File: config.mk
export PLATFORM = sky130hd
export DESIGN_NAME = key_filter_multi_flat
export DESIGN_NICKNAME = d
export VERILOG_FILES = /design/src/rtl/key_filter_pkg.sv /design/src/rtl/key_filter_multi_if.sv /design/src/rtl/key_filter_ch.sv /design/src/rtl/key_filter_multi.sv /design/src/flat_wrapper.sv
export SDC_FILE = /design/constraint.sdc
export NUM_CORES = 1
export LEC_CHECK = 0
export ABC_AREA = 1
export BUFFER_PORTS_ARGS = -buffer_cell sky130_fd_sc_hd__buf_2
export CAP_MARGIN = 20
export CORE_MARGIN = 2
export CORE_UTILIZATION = 45
export CTS_CLUSTER_SIZE = 14
export DETAILED_ROUTE_END_ITERATION = 10
export HOLD_SLACK_MARGIN = 0.1
export SETUP_SLACK_MARGIN = 0.4
export SLEW_MARGIN = 20
export SYNTH_ARGS = -nofsm -noshare
export SYNTH_HDL_FRONTEND = slang
export SYNTH_SLANG_ARGS = --single-unit
File: constraint.sdc
create_clock -name sys_clk -period 2.4 [get_ports sys_clk]
set_input_delay 0.48 -clock sys_clk [delete_from_list [all_inputs] [get_ports sys_clk]]
set_output_delay 0.48 -clock sys_clk [all_outputs]
set_load 0.02 [all_outputs]
File: src/rtl/key_filter_pkg.sv
// key_filter_pkg: state encoding and constants shared by the key debouncer.
// Used by key_filter_ch and key_filter_multi.
package key_filter_pkg;

   typedef enum logic [1:0] {
      IDLE           = 2'd0,
      PRESS_FILTER   = 2'd1,
      PRESSED        = 2'd2,
      RELEASE_FILTER = 2'd3
   } kf_state_e;

   localparam logic KEY_RELEASED = 1'b1;

   function automatic logic is_held(input kf_state_e s);
      return (s == PRESSED) || (s == RELEASE_FILTER);
   endfunction

endpackage

File: src/rtl/key_filter_multi_if.sv
// key_filter_multi_if: raw key inputs and debounced event outputs.
// master drives keys, slave is the debouncer.
interface key_filter_multi_if #(
   parameter int KEY_NUM = 4
);
   logic [KEY_NUM-1:0] key_in;
   logic [KEY_NUM-1:0] key_flag;
   logic [KEY_NUM-1:0] key_release;
   logic [KEY_NUM-1:0] key_state;
   logic [KEY_NUM-1:0] key_long;

   modport master (
      output key_in,
      input  key_flag,
      input  key_release,
      input  key_state,
      input  key_long
   );

   modport slave (
      input  key_in,
      output key_flag,
      output key_release,
      output key_state,
      output key_long
   );
endinterface

File: src/rtl/key_filter_ch.sv
// key_filter_ch: one key channel - 2-flop sync, debounce FSM, counters.
// Long-press logic present only with KEY_FILTER_LONG_PRESS_EN defined.
module key_filter_ch
   import key_filter_pkg::*;
#(
   parameter int CNT_MAX  = 999_999,
   parameter int LONG_MAX = 50_000_000
)(
   input  logic sys_clk,
   input  logic sys_rst_n,
   input  logic key_i,
   output logic flag_o,
   output logic release_o,
   output logic state_o,
   output logic long_o
);
   localparam int CW = $clog2(CNT_MAX);
   localparam logic [CW-1:0] CNT_LAST = CW'(CNT_MAX - 1);

   logic          sync1_q, sync2_q;
   kf_state_e     state_q, state_d;
   logic [CW-1:0] cnt_q, cnt_d;
   logic          flag_q, flag_d;
   logic          rel_q, rel_d;
   logic          st_q;

   always_ff @(posedge sys_clk or negedge sys_rst_n) begin
      if (!sys_rst_n) begin
         sync1_q <= KEY_RELEASED;
         sync2_q <= KEY_RELEASED;
         state_q <= IDLE;
         cnt_q   <= '0;
         flag_q  <= 1'b0;
         rel_q   <= 1'b0;
         st_q    <= 1'b0;
      end else begin
         sync1_q <= key_i;
         sync2_q <= sync1_q;
         state_q <= state_d;
         cnt_q   <= cnt_d;
         flag_q  <= flag_d;
         rel_q   <= rel_d;
         st_q    <= is_held(state_d);
      end
   end

   always_comb begin
      state_d = state_q;
      cnt_d   = cnt_q;
      flag_d  = 1'b0;
      rel_d   = 1'b0;
      unique case (state_q)
         IDLE: begin
            if (!sync2_q) begin
               state_d = PRESS_FILTER;
               cnt_d   = '0;
            end
         end
         PRESS_FILTER: begin
            if (sync2_q) begin
               state_d = IDLE;
               cnt_d   = '0;
            end else if (cnt_q == CNT_LAST) begin
               state_d = PRESSED;
               flag_d  = 1'b1;
               cnt_d   = '0;
            end else begin
               cnt_d = cnt_q + 1'b1;
            end
         end
         PRESSED: begin
            if (sync2_q) begin
               state_d = RELEASE_FILTER;
               cnt_d   = '0;
            end
         end
         RELEASE_FILTER: begin
            if (!sync2_q) begin
               state_d = PRESSED;
               cnt_d   = '0;
            end else if (cnt_q == CNT_LAST) begin
               state_d = IDLE;
               rel_d   = 1'b1;
            end else begin
               cnt_d = cnt_q + 1'b1;
            end
         end
      endcase
   end

   assign flag_o    = flag_q;
   assign release_o = rel_q;
   assign state_o   = st_q;

`ifdef KEY_FILTER_LONG_PRESS_EN
   localparam int LW = $clog2(LONG_MAX);
   localparam logic [LW-1:0] LONG_LAST = LW'(LONG_MAX - 1);

   logic [LW-1:0] lcnt_q, lcnt_d;
   logic          ldone_q, ldone_d;
   logic          long_q, long_d;
   logic          enter_press;

   // Only a fresh press clears the hold; a release glitch keeps it.
   assign enter_press = (state_q == PRESS_FILTER) && (state_d == PRESSED);

   always_comb begin
      lcnt_d  = lcnt_q;
      ldone_d = ldone_q;
      long_d  = 1'b0;
      if (enter_press) begin
         lcnt_d  = '0;
         ldone_d = 1'b0;
      end else if ((state_q == PRESSED) && !sync2_q) begin
         if (lcnt_q != LONG_LAST) begin
            lcnt_d = lcnt_q + 1'b1;
         end else if (!ldone_q) begin
            long_d  = 1'b1;
            ldone_d = 1'b1;
         end
      end
   end

   always_ff @(posedge sys_clk or negedge sys_rst_n) begin
      if (!sys_rst_n) begin
         lcnt_q  <= '0;
         ldone_q <= 1'b0;
         long_q  <= 1'b0;
      end else begin
         lcnt_q  <= lcnt_d;
         ldone_q <= ldone_d;
         long_q  <= long_d;
      end
   end

   assign long_o = long_q;
`else
   assign long_o = 1'b0 & (LONG_MAX > 0);
`endif

endmodule

File: src/rtl/key_filter_multi.sv
// key_filter_multi: KEY_NUM independent key debounce channels.
// Long-press events require KEY_FILTER_LONG_PRESS_EN.
module key_filter_multi
   import key_filter_pkg::*;
#(
   parameter int KEY_NUM  = 4,
   parameter int CNT_MAX  = 999_999,
   parameter int LONG_MAX = 50_000_000
)(
   input  logic               sys_clk,
   input  logic               sys_rst_n,
   key_filter_multi_if.slave  kif
);
   logic [KEY_NUM-1:0] flag_w;
   logic [KEY_NUM-1:0] rel_w;
   logic [KEY_NUM-1:0] st_w;
   logic [KEY_NUM-1:0] long_w;

   for (genvar g = 0; g < KEY_NUM; g++) begin : g_ch
      key_filter_ch #(
         .CNT_MAX  (CNT_MAX),
         .LONG_MAX (LONG_MAX)
      ) u_ch (
         .sys_clk   (sys_clk),
         .sys_rst_n (sys_rst_n),
         .key_i     (kif.key_in[g]),
         .flag_o    (flag_w[g]),
         .release_o (rel_w[g]),
         .state_o   (st_w[g]),
         .long_o    (long_w[g])
      );
   end

   assign kif.key_flag    = flag_w;
   assign kif.key_release = rel_w;
   assign kif.key_state   = st_w;
   assign kif.key_long    = long_w;

endmodule

File: src/flat_wrapper.sv
// flat-port wrapper written by rule: the top's interface ports become plain ports
module key_filter_multi_flat import key_filter_pkg::*;
#(
   parameter int KEY_NUM  = 4,
   parameter int CNT_MAX  = 999_999,
   parameter int LONG_MAX = 50_000_000
)
  (sys_clk, sys_rst_n, kif_key_in, kif_key_flag, kif_key_release, kif_key_state, kif_key_long);
  key_filter_multi_if #(.KEY_NUM(KEY_NUM)) kif_i ();
  input  logic sys_clk;
  input  logic sys_rst_n;
  input wire logic [$bits(kif_i.key_in)-1:0] kif_key_in;
  output wire logic [$bits(kif_i.key_flag)-1:0] kif_key_flag;
  output wire logic [$bits(kif_i.key_release)-1:0] kif_key_release;
  output wire logic [$bits(kif_i.key_state)-1:0] kif_key_state;
  output wire logic [$bits(kif_i.key_long)-1:0] kif_key_long;
  assign kif_i.key_in = kif_key_in;
  assign kif_key_flag = kif_i.key_flag;
  assign kif_key_release = kif_i.key_release;
  assign kif_key_state = kif_i.key_state;
  assign kif_key_long = kif_i.key_long;
  key_filter_multi #(.KEY_NUM(KEY_NUM), .CNT_MAX(CNT_MAX), .LONG_MAX(LONG_MAX)) u_core (.sys_clk(sys_clk), .sys_rst_n(sys_rst_n), .kif(kif_i));
endmodule
After elaboration in Yosys (flattened, before gate mapping)
Cells that the tools add are included.
{ "word_totals": {"ff_bits": 108, "in_bits": 6, "output_inout_bits": 16, "word_cells": 156} }
{ "classes": {"add_sub_neg": 4, "eq_ne": 36, "mux": 76, "reduce_logical": 12} }
{ "ops": {"columns": ["operator", "n"], "rows": [
  ["20-bit 2-to-1 mux", 24],
  ["20-bit case mux with 4 select lines", 4],
  ["20-bit by 1-bit adder with 20-bit output, second input constant", 4],
  ["20-bit == test, second input constant", 4],
  ["2-bit 2-to-1 mux", 24],
  ["2-bit == test, second input constant", 16],
  ["2-bit case mux with 4 select lines", 4],
  ["1-bit 2-to-1 mux", 20],
  ["2-bit != test, second input constant", 8],
  ["3-bit != test, second input constant", 4],
  ["3-bit AND reduction", 4],
  ["2-bit by 1-bit == test with 1-bit output, second input constant", 4],
  ["2-bit zero test", 4],
  ["1-bit logical OR", 4]
]} }

Longest topological paths before layout
Gate-level depths: netlist (run 1).
{ "logic_depth": {"word_depth": 6, "depth_mapped": 14, "ltp_nobuf": 13} }

Cells and area by module
A second synthesis (run 1) with hierarchy kept.
{ "unflattened": {"cells_unflattened": 1157, "area_unflattened_um2": 7641.1} }
{ "by_module_without_submodules": {"columns": ["module", "instances", "cells_per_inst", "area_per_inst_um2", "seq_area_each_um2"], "rows": [
  ["key_filter_ch at u_core.g_ch[1].u_ch ...", 2, 283, 1880.6, 678.2],
  ["key_filter_ch at u_core.g_ch[0].u_ch", 1, 298, 1960.6, 678.2],
  ["key_filter_ch at u_core.g_ch[3].u_ch", 1, 293, 1919.3, 678.2]
]} }

Least setup slack after synthesis (run 1)
OpenSTA, ideal clock, no wires.
{ "synth_path": {"path_type": "flip-flop to flip-flop", "from": "register u_core.g_ch[2].u_ch.cnt_q[0]", "to": "register u_core.g_ch[2].u_ch.cnt_q[14]", "arrival_time_ns": 1.531, "required_time_ns": 2.282, "path_slack_ns": 0.751, "path_stages_with_launch": 11, "n_path_buf": 1, "period_less_slack_ns": 1.649, "cell_sequence": "dfrtp_1 inv_1 ha_1 nand2_1 nor3_1 nand4_2 nand2_2 o21ai_1 buf_2 nand3b_1 nand2_1"} }
{ "synth_between": {"elab_chain_len": 4, "word_cells_on_any_way": 9, "cone_classes": "add/sub (1); eq/ne (2); mux (5); reduce/logical (1)"} }
{ "synth_lines": {"columns": ["element", "line", "rtl"], "rows": [
  ["start: declaration", "key_filter_ch.sv:22", "logic [CW-1:0] cnt_q, cnt_d;"],
  ["start signal: assignment", "key_filter_ch.sv:40", "cnt_q <= cnt_d;"],
  ["20-bit by 1-bit adder with 20-bit output / 20-bit == test (equally long branches)", null, null],
  ["20-bit 2-to-1 mux (on tied branches)", "key_filter_ch.sv:81, key_filter_ch.sv:63", null],
  ["20-bit 2-to-1 mux (on tied branches)", "key_filter_ch.sv:78, key_filter_ch.sv:60", null],
  ["20-bit case mux with 4 select lines", "key_filter_ch.sv:52", "unique case (state_q)"]
]} }
Several ways; a longest one is shown, not always the timed one. The select of a mux whose other input is x is not followed.
A chain may end at the register's enable or synchronous reset.

Worst setup path in the final report (run 1)
{ "layout_path": {"from": "register u_core.g_ch[1].u_ch.cnt_q[0]", "to": "register u_core.g_ch[1].u_ch.cnt_q[15]"} }
{ "layout_between": {"elab_chain_len": 4, "word_cells_on_any_way": 9, "cone_classes": "add/sub (1); eq/ne (2); mux (5); reduce/logical (1)"} }
{ "layout_lines": {"columns": ["element", "line"], "rows": [
  ["start: declaration", "key_filter_ch.sv:22"],
  ["start signal: assignment", "key_filter_ch.sv:40"],
  ["20-bit by 1-bit adder with 20-bit output / 20-bit == test (equally long branches)", null],
  ["20-bit 2-to-1 mux (on tied branches)", "key_filter_ch.sv:81, key_filter_ch.sv:63"],
  ["20-bit 2-to-1 mux (on tied branches)", "key_filter_ch.sv:78, key_filter_ch.sv:60"],
  ["20-bit case mux with 4 select lines", "key_filter_ch.sv:52"]
]} }
Several ways; a longest one is shown, not always the timed one. The select of a mux whose other input is x is not followed.

==> flow_metrics.env, run 1 <==
export IMPL_min_period_ps=1820
export IMPL_synth_edff_count=0
export IMPL_worstSetupPathType="register to register"
export IMPL_fillers=1717
export IMPL_worst_endpoint_required_ps=2650
export IMPL_slew_violations=0
export IMPL_p_leak_uw=0.00415
export IMPL_slowest_delay_ps=400
export IMPL_skew_ps=9.35
export IMPL_synth_seq_cells=108
export IMPL_die_height_um=134
export IMPL_drive_above_1_share_pct=8.45
export IMPL_drt_total_wl_um=18000
export IMPL_synthDistinctLibCells=39
export IMPL_setup_violations=0
export IMPL_p_per_area_nw_per_um2=456
export IMPL_grt_busiest_layer="met2"
export IMPL_rows=47
export IMPL_fin_cells=1368
export IMPL_final_setup_tns_ps=0
export IMPL_port_buffer_count=17
export IMPL_globalRouteMet3Util_pct=3.65
export IMPL_ant_nets=0
export IMPL_clockRootBuffer="clkbuf_16"
export IMPL_avgRoutedWirePerCell_um=13.2
export IMPL_io_pins=22
export IMPL_dp_cells=1349
export IMPL_async_reset_ff_share_pct=100
export IMPL_antennaDiodeCount=0
export IMPL_grtUsageTotal_pct=21.4
export IMPL_nets=1157
export IMPL_multiInputGateArea_sq_um=4030
export IMPL_hold_path_class="input port to register"
export IMPL_relSlewSlack_pct=62.2
export IMPL_die_w_um=134
export IMPL_drt_iter0_markers=416
export IMPL_synth_seq_area_share_pct=35.9
export IMPL_status="complete, no violations"
export IMPL_gp_congestion=0.880
export IMPL_cts_sinks=108
export IMPL_clockBufferDepth=2
export IMPL_layout_commonest_cell="nand2_1"
export IMPL_drv_cap=0
export IMPL_via_per_inst=5.14
export IMPL_fin_area_sq_um=8180
export IMPL_final_util_pct=49.5
export IMPL_cts_clk_slew_worst_paths_ps=80
export IMPL_tightestPinTransition_ps=566
export IMPL_met1_usage_pct=30.0
export IMPL_critPathSlowestCell="dfrtp_1"
export IMPL_cp_end_kind="register"
export IMPL_seqCellArea_sq_um=2710
export IMPL_placed_cell_area_sq_um=7780
export IMPL_grt_pass1_vias=6546
export IMPL_cp_cell_sequence="inv_1, ha_1, nand3_1, nor2_2, nand3_2, nand2_2, nand2_2, clkinv_2, nand2_1, nand3_1"
export IMPL_ir_drop_mv=0.453
export IMPL_area_growth_syn_to_layout_pct=8.13
export IMPL_drc=0
export IMPL_crit_arrival_ps=2070
export IMPL_synth_area_per_cell_sq_um=6.64
export IMPL_grt_max_degree=32
export IMPL_cts_tree="yes"
export IMPL_insertion_delay_ps=370
export IMPL_cts_max_level=3
export IMPL_fmax_mhz=549
export IMPL_cts_buffers=9
export IMPL_final_cell_mix="343 x nand2_1, 154 x nand3_1, 142 x inv_1"
export IMPL_antenna_found_initial=0
export IMPL_start_util_pct=45.8
export IMPL_grt_pass1_wl_um=31400
export IMPL_synth_cell_area_sq_um=7560
export IMPL_grt_util_met2_pct=33.9
export IMPL_first_pass_iters=6
export IMPL_fin_crit_sh_pct=75.9
export IMPL_syn_inst=1139
export IMPL_synth_main_ff_cell="dfrtp_1"
export IMPL_dp_hpwl_um=12900
export IMPL_core_area_sq_um=16500
export IMPL_rsz0062_at_grt="yes"
export IMPL_dieArea_sq_um=17900
export IMPL_via_count=7036
export IMPL_hold_viol_final=0
export IMPL_startpoint_type="register"
export IMPL_ys_warn_count=0
export IMPL_crit_fanout=14
export IMPL_gr_total_overflow=0
==> state kept, by name, summed over array words and instances (netlist names) <==
name	cells
u_core.g_ch.u_ch.cnt_q	80
u_core.g_ch.u_ch.state_q	8
u_core.g_ch.u_ch.flag_o	4
u_core.g_ch.u_ch.release_o	4
u_core.g_ch.u_ch.state_o	4
u_core.g_ch.u_ch.sync1_q	4
u_core.g_ch.u_ch.sync2_q	4
==> area by class of cell <==
type                            instances  share of cell area, %
Multi-Input combinational cell        840                   49.3
Timing Repair Buffer                   37                   3.40
Sequential cell                       108                   33.2
Tap cell                              220                   3.37
Clock inverter                          7                   1.06
Inverter                              147                   6.90
Clock buffer                            9                   2.75
==> Yosys cell counts, types with 11 or more instances <==
cell type | number | area share [%]
dfrtp_1 | 100 | 33
nor2_1 | 135 | 6.7
xor2_1 | 31 | 3.6
nor3_1 | 23 | 1.5
clkbuf_1 | 14 | 0.70
buf_4 | 17 | 1.7
a21oi_1 | 11 | 0.73
nand3_1 | 154 | 10
nand4_1 | 61 | 5.0
o21ai_0 | 15 | 0.99
inv_1 | 142 | 7.0
nand2_1 | 343 | 17
==> repair_timing <==
item / CTS / global route
hold buffers: 1 / 0
setup buffers: 0 / 1
resized for setup: 2 / 12
pin swaps: 0 / 1
endpoints found under the hold margin: 27 / 0
setup endpoints to repair: 8 / 59
cloned: 1 / 0
==> worst paths after layout <==
path | startpoint | to | slack [ps] | cells past startpoint
setup reg to reg | u_core.g_ch[1].u_ch.cnt_q[0] | u_core.g_ch[1].u_ch.cnt_q[15] | 580 | 10
hold / removal | kif_key_in[0] | u_core.g_ch[0].u_ch.sync1_q | 200 | 1
min in group asynchronous | sys_rst_n | u_core.g_ch[3].u_ch.cnt_q[8] | 590 | 2
hold reg to reg | u_core.g_ch[2].u_ch.sync1_q | u_core.g_ch[2].u_ch.sync2_q | 360 | 0
setup / recovery | u_core.g_ch[1].u_ch.cnt_q[0] | u_core.g_ch[1].u_ch.cnt_q[15] | 580 | 10
max in group asynchronous | sys_rst_n | u_core.g_ch[1].u_ch.sync2_q | 1130 | 3
==> power breakdown <==
part           total, uW  leakage [uW]  internal (uW)  switching [uW]
logic                267       0.00253           74.7             192
registers           1880       0.00146           1850            33.5
clock network       1570      0.000153            760             815
total               3720       0.00415           2680            1040
==> metal layers <==
metal	part of all wire, %	up-vias
li1	-	3638
met1	49	3236
met2	46	131
met3	3.5	31
met4	1.8	0
met5	0	-
==> cells by family (layout without fill, tap and decap cells) <==
kind of cell,count (synthesis),after routing,synth area share [%]
mux,1,1,0.132
other cells,1,4,0.0496
flops,108,108,35.9
compound gates,38,38,2.80
buf+inv,195,200,11.5
simple gates,751,752,44.0
fa+ha+maj,8,8,1.32
xor+xnor,37,37,4.29
==> critical path: cells and delay by family, from the launching register on <==
| family | cells | cell delay, ps |
|---|---|---|
| simple gates | 7 | 750 |
| fa+ha+maj | 1 | 220 |
| buf+inv | 2 | 340 |
| flops | 1 | 400 |
==> per-stage QoR <==
| stage | hold slack, ps | total power [uW] | worst slack, ps |
|---|---|---|---|
| after floorplan | 184 | 2080 | 751 |
| after detailed placement | 350 | 2180 | 384 |
| after global routing | 176 | 3900 | 380 |
| final | 202 | 3720 | 578 |
| after CTS | 182 | 3780 | 476 |
| after global placement | 347 | 2170 | 442 |
Power figures use the tool's default switching activity.
==> inputs of run 2 (changes only) <==
--- a/config.mk
+++ b/config.mk
@@ -5,7 +5,7 @@
 export SDC_FILE = /design/constraint.sdc
 export NUM_CORES = 1
 export LEC_CHECK = 0
-export ABC_AREA = 1
+export ABC_AREA = 0
 export BUFFER_PORTS_ARGS = -buffer_cell sky130_fd_sc_hd__buf_2
 export CAP_MARGIN = 20
 export CORE_MARGIN = 2
==> constraint.sdc (replaced) <==
create_clock -name sys_clk -period 1.5 [get_ports sys_clk]
set_input_delay 0.3 -clock sys_clk [delete_from_list [all_inputs] [get_ports sys_clk]]
set_output_delay 0.3 -clock sys_clk [all_outputs]
set_load 0.02 [all_outputs]
==> run 2 against run 1 <==
Compared with the run above:
- the flow now finishes with violations (setup timing)
- via count is 13% lower
- clock power is 66% higher
- sequential power is 61% higher
- synthesized cell count is 43% lower
- cell area is 13% higher
- global-route usage is 3.6 points higher
- register-to-register slack worse by 1100 ps
- clock skew hardly changed
- combinational power grew to 3.2 times the previous value
- cell count is 24% lower
- clock-buffer cell count is 2 higher
- non-clock buffer count is 199 higher
- critical path type unchanged
- largest cell class unchanged
- largest power group unchanged
- highest routed layer unchanged
==> flow_metrics.env, run 2 <==
export IMPL_ys_warn_count=0
export IMPL_via_count=6152
export IMPL_port_buffer_count=17
export IMPL_core_area_sq_um=13100
export IMPL_insertion_delay_ps=360
export IMPL_cts_clk_slew_worst_paths_ps=70
export IMPL_io_pins=22
export IMPL_setup_violations=100
export IMPL_async_reset_ff_share_pct=100
export IMPL_drt_total_wl_um=18400
export IMPL_clockBufferDepth=2
export IMPL_drive_above_1_share_pct=49.7
export IMPL_synth_seq_area_share_pct=45.5
export IMPL_synthDistinctLibCells=59
export IMPL_synth_edff_count=0
export IMPL_slowest_delay_ps=530
export IMPL_rows=42
export IMPL_internal_power_uw=4860
export IMPL_drc=0
export IMPL_status="finished with violations"
export IMPL_ys_top_cells_by_area="dfrtp_1 42%, a31oi_1 7.3%, nand2_1 5.0%"
export IMPL_grtUsageTotal_pct=25.0
export IMPL_hold_path_class="register to register"
export IMPL_grt_max_degree=35
export IMPL_gp_congestion=0.862
export IMPL_switching_power_uw=1630
export IMPL_comb_power_share_pct=13.0
export IMPL_startpoint_type="register"
export IMPL_dp_hpwl_um=11100
export IMPL_synth_main_ff_cell="dfrtp_1"
export IMPL_synth_cell_area_sq_um=5960
export IMPL_antennaDiodeCount=0
export IMPL_fin_crit_sh_pct=136
export IMPL_post_place_ws_ps=-499
export IMPL_pwr_share_seq_pct=46.7
export IMPL_p_leak_uw=0.00384
export IMPL_fillers=945
export IMPL_cp_cell_sequence="or4b_1, nor4_2, nand3_2, o21a_1, buf_12, a31oi_2"
export IMPL_worstSetupPathType="register to register"
export IMPL_cts_tree="yes"
export IMPL_yosysMostFrequentCell="dfrtp_1"
export IMPL_hold_viol_final=0
export IMPL_crit_arrival_ps=2320
export IMPL_antenna_found_initial=0
export IMPL_synth_seq_cells=108
export IMPL_cp_end_kind="register"
export IMPL_clockRootBuffer="clkbuf_16"
export IMPL_drt_iter0_markers=547
export IMPL_rsz0062_at_grt="yes"
export IMPL_critPathSlowestCell="or4b_1"
export IMPL_start_util_pct=45.6
export IMPL_die_height_um=119
export IMPL_dieArea_sq_um=14200
export IMPL_yosysTopAreaCellShare_pct=42.0
export IMPL_layout_commonest_cell="buf_4"
export IMPL_cts_max_level=3
export IMPL_first_pass_iters=5
export IMPL_ir_drop_mv=0.621
export IMPL_die_w_um=119
export IMPL_fmax_mhz=490
export IMPL_synth_commonest_cells="100 x dfrtp_1, 80 x nand2_1, 70 x a31oi_1"
export IMPL_cts_sinks=108
export IMPL_worst_endpoint_required_ps=1780
export IMPL_violations="setup timing"
export IMPL_yosysTopAreaCell="dfrtp_1"
export IMPL_area_growth_syn_to_layout_pct=55.6
export IMPL_slew_violations=0
export IMPL_avgRoutedWirePerCell_um=17.8
export IMPL_crit_fanout=20
export IMPL_min_period_ps=2040
export IMPL_gr_total_overflow=0
export IMPL_syn_inst=653
export IMPL_synth_area_per_cell_sq_um=9.13
export IMPL_switching_share_pct=25.1
export IMPL_final_cell_mix="177 x buf_4, 97 x dfrtp_1, 52 x nand2_1"
export IMPL_ant_nets=0
export IMPL_nets=870
export IMPL_grt_pass1_wl_um=28700
export IMPL_skew_ps=9.51
export IMPL_top_register="u_core.g_ch.u_ch.cnt_q"
export IMPL_cts_buffers=9
export IMPL_p_per_area_nw_per_um2=699
export IMPL_drv_cap=0
export IMPL_largest_reg_flops=80
export IMPL_p_clk_share_pct=40.3
export IMPL_grt_pass1_vias=6007
export IMPL_via_per_inst=5.93
export IMPL_reg_largest_list="u_core.g_ch.u_ch.cnt_q: 80 flops, u_core.g_ch.u_ch.state_q: 8 flops"
export IMPL_final_util_pct=70.9
export IMPL_fin_ws_ps=-541
-- run 2: cell count changes in the layout (fill, tap and decap cells not counted), sizes merged, moves of 30 or more --
cell   delta
a21oi    +37
nand2   -272
a31oi    +71
inv     -131
buf     +193
nand4    -43
xor2     -30
nor2    -118
nand3   -109
-- run 2: cells by family (layout without fill, tap and decap cells) --
family                   count (synthesis)  count (layout)  share of synthesized area (%)
AO/OA/AOI/OAI                          190             193                           19.7
adder cells (fa/ha/maj)                  8               8                           1.68
buffers and inverters                   69             271                           6.61
other                                    1               4                         0.0629
XOR/XNOR                                 7               7                           1.03
flip-flops                             108             108                           45.5
multiplexers                             2               2                          0.336
AND/OR/NAND/NOR                        268             268                           25.1
-- run 2: per-stage QoR --
step           instance area (sq um)  setup TNS (ps)  instances  power [uW]  hold WS (ps)
2_1_floorplan                   6260          -28310        656        3400          4.41
4_1_cts                         8690          -33560       1023        6410           359
3_5_place_dp                    7660          -35550        988        3710           265
5_1_grt                         9280          -42430       1037        6740           360
3_3_place_gp                    7660          -31820        988        3690           266
6_report                        9280          -34590       1037        6480           358
-- run 2: worst max-delay path, delay by kind of cell (launching register included) --
kind                   cells  cell delay, ps
AOI/OAI and AO/OA          2             400
buffers and inverters      1             160
DFF                        1             400
and+or+nand+nor            3             980
-- run 2: routing by layer --
layer  vias to the layer above  GRT usage, %  wire, um
met5                         -             0         0
met4                         0          8.56       407
met3                        36          5.03       676
met2                       150          43.1      9550
met1                      3100          31.3      7780
li1                       2866             -         -
-- run 2: final timing paths --
path	startpoint	endpoint	slack (ps)	depth (start not counted)
worst max register to register	u_core.g_ch[0].u_ch.cnt_q[15]	u_core.g_ch[0].u_ch.cnt_q[13]	-540	6
min in group asynchronous	sys_rst_n	u_core.g_ch[0].u_ch.cnt_q[18]	390	2
max in group asynchronous	sys_rst_n	u_core.g_ch[1].u_ch.sync1_q	570	3
worst max-delay path	u_core.g_ch[0].u_ch.cnt_q[15]	u_core.g_ch[0].u_ch.cnt_q[13]	-540	6
worst min register to register	u_core.g_ch[2].u_ch.sync1_q	u_core.g_ch[2].u_ch.sync2_q	360	0
worst min-delay path	u_core.g_ch[2].u_ch.sync1_q	u_core.g_ch[2].u_ch.sync2_q	360	0
-- run 2: cell type report --
| class | instances | area [sq um] | area share, % |
|---|---|---|---|
| Timing Repair Buffer | 236 | 2050 | 22.1 |
| Clock buffer | 11 | 243 | 2.62 |
| Inverter | 19 | 71.3 | 0.769 |
| Tap cell | 176 | 220 | 2.37 |
| Sequential cell | 108 | 2720 | 29.3 |
| Multi-Input combinational cell | 482 | 3910 | 42.1 |
| Clock inverter | 5 | 75.1 | 0.809 |
-- run 2: power by group through the flow --
stage | Clock [uW] | Combinational [uW] | Sequential [uW]
6_report | 2610 | 842 | 3030
5_1_grt | 2800 | 907 | 3030
4_1_cts | 2650 | 734 | 3020
3_5_place_dp | 0 | 632 | 3080
3_3_place_gp | 0 | 616 | 3080
2_1_floorplan | 0 | 292 | 3100
-- run 2: what timing repair did --
action,4_1_cts,5_1_grt
pin swaps,61,62
cloned,5,3
hold buffers,5,0
setup buffers,9,11
hold endpoints to repair,26,0
setup endpoints to repair,112,114
resized for setup,124,92
